### config.mk
export PLATFORM = sky130hd
export DESIGN_NAME = fazyrv_rf_word_port
export DESIGN_NICKNAME = d
export VERILOG_FILES = /design/src/rtl/fazyrv_pkg.sv /design/src/rtl/fazyrv_chunk_sreg.sv /design/src/rtl/fazyrv_rf_word_port.sv
export SDC_FILE = /design/constraint.sdc
export NUM_CORES = 1
export LEC_CHECK = 0
export CORE_MARGIN = 2
export CORE_UTILIZATION = 40
export DETAILED_ROUTE_END_ITERATION = 7
export PLACE_DENSITY = 0.61
export RECOVER_POWER = 100
export SYNTH_ARGS = -nofsm -noshare
export SYNTH_HDL_FRONTEND = slang
export SYNTH_HIERARCHICAL = 1
export SYNTH_SLANG_ARGS = --single-unit
### constraint.sdc
create_clock -name clk_i -period 3.69 [get_ports clk_i]
set_input_delay 0.369 -clock clk_i [delete_from_list [all_inputs] [get_ports clk_i]]
set_output_delay 0.369 -clock clk_i [all_outputs]
set_load 0.02 [all_outputs]
### src/rtl/fazyrv_pkg.sv
// Shared types and constants for the FazyRV register-file access blocks.
package fazyrv_pkg;

    typedef enum logic [1:0] {
        IDLE,
        XFER,
        DONE
    } rf_port_state_t;

    localparam logic [4:0] REG_ZERO = 5'd0;

    // Counter width for n chunk transfers; a single-chunk word still needs one bit.
    function automatic int unsigned cnt_width(input int unsigned n);
        return (n > 1) ? $clog2(n) : 1;
    endfunction

endpackage

### src/rtl/fazyrv_chunk_sreg.sv
// Word buffer with parallel load and right shift by one chunk, new chunk entering at the MSB end.
module fazyrv_chunk_sreg
    import fazyrv_pkg::*;
#(
    parameter int unsigned BWIDTH = 2,
    parameter int unsigned WIDTH  = 32
) (
    input  logic              clk,
    input  logic              rst,
    input  logic              load,
    input  logic [WIDTH-1:0]  load_val,
    input  logic              shift,
    input  logic [BWIDTH-1:0] chunk_in,
    output logic [WIDTH-1:0]  q
);

    logic [WIDTH-1:0] shifted;

    generate
        if (WIDTH == BWIDTH) begin : g_single
            always_comb shifted = chunk_in;
        end else begin : g_multi
            always_comb shifted = {chunk_in, q[WIDTH-1:BWIDTH]};
        end
    endgenerate

    always_ff @(posedge clk or posedge rst) begin
        if (rst) begin
            q <= '0;
        end else if (load) begin
            q <= load_val;
        end else if (shift) begin
            q <= shifted;
        end
    end

endmodule

### src/rtl/fazyrv_rf_word_port.sv
// Word-wide host port: turns one 32-bit read/write into NCHUNK chunk shifts on the register file.
module fazyrv_rf_word_port
    import fazyrv_pkg::*;
#(
    parameter int unsigned BWIDTH = 2
) (
    input  logic              clk_i,
    input  logic              rst_i,
    input  logic              req_i,
    input  logic              wr_i,
    input  logic [4:0]        addr_i,
    input  logic [31:0]       wdat_i,
    output logic              ack_o,
    output logic [31:0]       rdat_o,
    output logic              busy_o,
    output logic              shft_o,
    output logic [4:0]        rs1_o,
    output logic [4:0]        rd_o,
    output logic              we_o,
    output logic [BWIDTH-1:0] res_o,
    input  logic [BWIDTH-1:0] ra_i
);

    localparam int unsigned   NCHUNK   = 32 / BWIDTH;
    localparam int unsigned   CW       = cnt_width(NCHUNK);
    localparam logic [CW-1:0] CNT_LAST = CW'(NCHUNK - 1);

    rf_port_state_t state, state_nxt;
    logic [CW-1:0]  cnt;
    logic           op;
    logic [4:0]     addr;
    logic [31:0]    wbuf, rbuf, rdat_q, rdat_done;
    logic           accept, xfer;

    assign accept = (state == IDLE) && req_i;
    assign xfer   = (state == XFER);

    fazyrv_chunk_sreg #(.BWIDTH(BWIDTH), .WIDTH(32)) u_wbuf (
        .clk      (clk_i),
        .rst      (rst_i),
        .load     (accept),
        .load_val (wdat_i),
        .shift    (xfer),
        .chunk_in ({BWIDTH{1'b0}}),
        .q        (wbuf)
    );

    fazyrv_chunk_sreg #(.BWIDTH(BWIDTH), .WIDTH(32)) u_rbuf (
        .clk      (clk_i),
        .rst      (rst_i),
        .load     (accept),
        .load_val ('0),
        .shift    (xfer),
        .chunk_in (ra_i),
        .q        (rbuf)
    );

    // Only the outgoing chunk of the write buffer is observed here.
    generate
        if (BWIDTH < 32) begin : g_wbuf_hi
            logic [31-BWIDTH:0] wbuf_hi_unused;
            assign wbuf_hi_unused = wbuf[31:BWIDTH];
        end
    endgenerate

    always_ff @(posedge clk_i or posedge rst_i) begin
        if (rst_i) begin
            state  <= IDLE;
            cnt    <= '0;
            op     <= 1'b0;
            addr   <= '0;
            rdat_q <= '0;
        end else begin
            state <= state_nxt;
            if (accept) begin
                op   <= wr_i;
                addr <= addr_i;
                cnt  <= '0;
            end else if (xfer && (cnt != CNT_LAST)) begin
                cnt <= cnt + CW'(1);
            end
            if ((state == DONE) && !op) begin
                rdat_q <= rdat_done;
            end
        end
    end

    always_comb begin
        state_nxt = state;
        ack_o     = 1'b0;
        busy_o    = 1'b0;
        shft_o    = 1'b0;
        we_o      = 1'b0;
        rs1_o     = '0;
        rd_o      = '0;
        res_o     = '0;
        case (state)
            IDLE: begin
                if (req_i) state_nxt = XFER;
            end
            XFER: begin
                busy_o = 1'b1;
                shft_o = 1'b1;
                rs1_o  = addr;
                rd_o   = addr;
                we_o   = op && (addr != REG_ZERO);
                res_o  = wbuf[BWIDTH-1:0];
                if (cnt == CNT_LAST) state_nxt = DONE;
            end
            DONE: begin
                ack_o     = 1'b1;
                busy_o    = 1'b1;
                state_nxt = IDLE;
            end
            default: state_nxt = IDLE;
        endcase
    end

    // Read data is presented combinationally during ack and held in rdat_q afterwards.
    assign rdat_done = (addr == REG_ZERO) ? '0 : rbuf;
    assign rdat_o    = ((state == DONE) && !op) ? rdat_done : rdat_q;

endmodule

==> qor.tcl <==
set qor(crit_arrival_ns) 2.97
set qor(port_buffers) 90
set qor(nNetsFinal) 640
set qor(post_route_cells_drive_above_1_share) 0.0570
set qor(routed_wl_mm) 10.4
set qor(combPwrFrac) 0.377
set qor(cp_data_required_time_ns) 3.32
set qor(synth-edff-count) 0
set qor(status) {finished, violations left}
set qor(dieHeight_um) 116
set qor(yosys.cell_types.count) 32
set qor(clock-root-buffer) {clkbuf_16}
set qor(area.growth.synth_to_final_pct) 25.6
set qor(postCtsSetupBuffers) 0
set qor(critPathLaunchType) {flip-flop}
set qor(grt_first_pass_wirelength_mm) 17.1
set qor(synthTopCellsByArea) {dfrtp_1 (54%), mux2i_1 (13%), nand2_1 (9.7%)}
set qor(num_antenna_cells) 0
set qor(detailroute.via_count) 3555
set qor(synth.largest_area_cell) {dfrtp_1}
set qor(crit_fanout) 12
set qor(boundaryPins) 91
set qor(synth_flop_cell) {dfrtp_1}
set qor(max_slew.worst_pin.slew_ns) 1.74
set qor(synth_most_common_cell) {nand2_1}
set qor(sum_of_negative_setup_slack_ns) 0
set qor(clk_pin_slew_worst_paths_ns) 0.07
set qor(timing.slew.headroom) -0.160
set qor(worstSetupEndpointType) {output pin}
set qor(fp.dieW_um) 116
set qor(seqCellArea_um2) 2700
set qor(max-vdd-ir-drop_v) 0.000416
set qor(detail_route.vias_per_cell) 4.65
set qor(clockPowerShare) 0.205
set qor(async_flop_share) 1.00
set qor(synth_seq_cells) 108
set qor(detailed_place_hpwl_mm) 7.01
set qor(timing.final.crit_period_ns) 3.34
set qor(rsz0062_at_grt) {false}
set qor(syn_avg_cell_area_um2) 10.3
set qor(path_class_of_the_lowest_slack_min_delay_path) {reg2reg}
set qor(drt-wirelength-per-cell_um) 13.6
set qor(grt_use_total) 0.163
set qor(grt_max_degree) 48
set qor(sw_power_mw) 1.66
set qor(dr.first_iter.drc_count) 222
set qor(switching_share) 0.355
set qor(remaining_drc_errors) 0
set qor(yosys.area.top_type_share) 0.540
set qor(fill_cells) 1181
set qor(floorplan.initialDensity) 0.413
set qor(grt_pass1_vias) 3571
set qor(synth_area_um2) 5010
set qor(core_region_area_um2) 12100
set qor(timing.max_cap.violations) 3
set qor(setup_viol_count_final) 0
set qor(postSynthCellCount) 487
set qor(multiInputGateArea_um2) 2090
set qor(total_leakage_power_nw) 2.91
set qor(clock_path_buffers) 2
set qor(number_of_sinks_driven_by_the_clock_tree) 108
set qor(firstDrtPassIters) 4
set qor(clkLatencyLatePin_ns) 0.36
set qor(total_cts_buffers) 9
set qor(total_of_cells_resized_after_clock_tree_synthesis) 0
set qor(postCtsHoldBufs) 0
set qor(num_rows) 40
set qor(violations) {max-capacitance violations, max-slew violations}
set qor(clock_tree.htree_level_count) 3
set qor(die-area_um2) 13400
set qor(synth.top_cells.by_count) {nand2_1 (130), dfrtp_1 (108), mux2i_1 (64)}
set qor(drv_slew) 111
set qor(fin_skew_ns) 0.00854
set qor(antenna_left) 0
set qor(yosysSeqAreaShare) 0.540
set qor(grt_antenna_before_repair) 0
set qor(global_route.overflow_total) 0
set qor(report.final.hold_viol_count) 0
set qor(globalplace.congestion) 0.712
set qor(maxClockFrequency_mhz) 300
set qor(power.sequential.fraction) 0.417
set qor(timing.setup.critical_path_class) {reg2out}
set qor(synth_warn) 6
set qor(cell_internal_power_mw) 3.01
set qor(tritoncts_clock_tree) {yes}
set qor(power_density_nw_per_um2) 742
set qor(report.power.total_mw) 4.67
set qor(fin_crit_sh) 0.904
sequential cells by signal, indices dropped and copies added, names as in the netlist:
name      flops
u_wbuf/q     32
state         2
op            1
rdat_q       32
cnt           4
u_rbuf/q     32
addr          5
worst max-delay path, stage by stage (launching register included):
cell	delay [ns]
dfrtp_1	0.43
inv_1	0.12
ha_1	0.19
nor2b_2	0.39
buf_4	0.27
buf_4	0.20
nand2_1	0.06
o21ai_0	0.23
dlygate4sd3_1	0.72
power by group through the flow:
stage,Sequential (mW),Clock [mW],Combinational (mW)
after floorplan,1.86,0,1.60
after global placement,1.96,0,1.85
after detailed placement,1.97,0,1.91
after CTS,1.95,0.992,1.91
after global routing,2.01,1.04,1.97
final,1.95,0.959,1.76
worst paths after layout:
kind / startpoint / endpoint / slack [ns] / depth (start not counted)
setup / recovery: state[0] / rdat_o[12] / 0.35 / 8
hold / removal: rdat_q[5] / rdat_q[5] / 0.49 / 2
setup reg to reg: state[1] / cnt[0] / 0.65 / 6
hold reg to reg: rdat_q[5] / rdat_q[5] / 0.49 / 2
max in group asynchronous: rst_i / u_rbuf/q[5] / 1.56 / 3
min in group asynchronous: rst_i / rdat_q[22] / 1.06 / 2
layout by cell type, fill, tap and decap left out, types with 2 or more instances in the layout:
cell,instances
nor3_1,2
dfrtp_1,108
mux2i_1,64
clkinv_2,2
conb_1,34
mux2_2,7
o21ai_0,92
buf_4,3
o21ai_1,4
o21ai_2,3
ha_1,4
nand2_1,130
dlygate4sd3_1,49
a21oi_1,4
inv_1,7
clkdlybuf4s50_1,41
clkinvlp_4,2
nand3_1,2
and2_1,6
clkbuf_1,5
clkbuf_16,9
per-layer routing:
layer	vias to the layer above	wire length, µm	GRT usage
met2	66	5060	0.271
met1	1684	4670	0.201
met3	9	552	0.0596
met5	-	0	0
li1	1796	-	-
met4	0	100	0.0429
layout make-up:
type / count / share of cell area
Sequential cell: 108 / 0.430
Multi-Input combinational cell: 366 / 0.332
Timing Repair Buffer: 99 / 0.153
Clock buffer: 11 / 0.0386
Tap cell: 168 / 0.0334
Clock inverter: 4 / 0.00796
Inverter: 8 / 0.00497
logic make-up (layout without fill, tap and decap cells):
kind of cell	Yosys count	in the layout	synth area share
adders and majority gates	5	5	0.0125
DFF	108	108	0.540
other	1	34	0.000749
buffers and inverters	46	122	0.0695
and+or+nand+nor	151	151	0.125
muxes	71	71	0.144
AOI/OAI and AO/OA	105	105	0.109
stage by stage:
step | cell area [µm²] | hold WS (ns) | setup WS (ns) | util | instances
after floorplan | 5130 | 0.485 | 1.49 | - | 520
after global placement | 6020 | 0.475 | 0.881 | 0.497 | 749
after detailed placement | 6020 | 0.484 | 0.752 | 0.497 | 749
after CTS | 6310 | 0.494 | 0.327 | 0.521 | 764
after global routing | 6290 | 0.529 | 0.143 | 0.519 | 764
final | 6290 | 0.488 | 0.353 | 0.519 | 764
No activity file was read; power rests on OpenSTA's default activity.
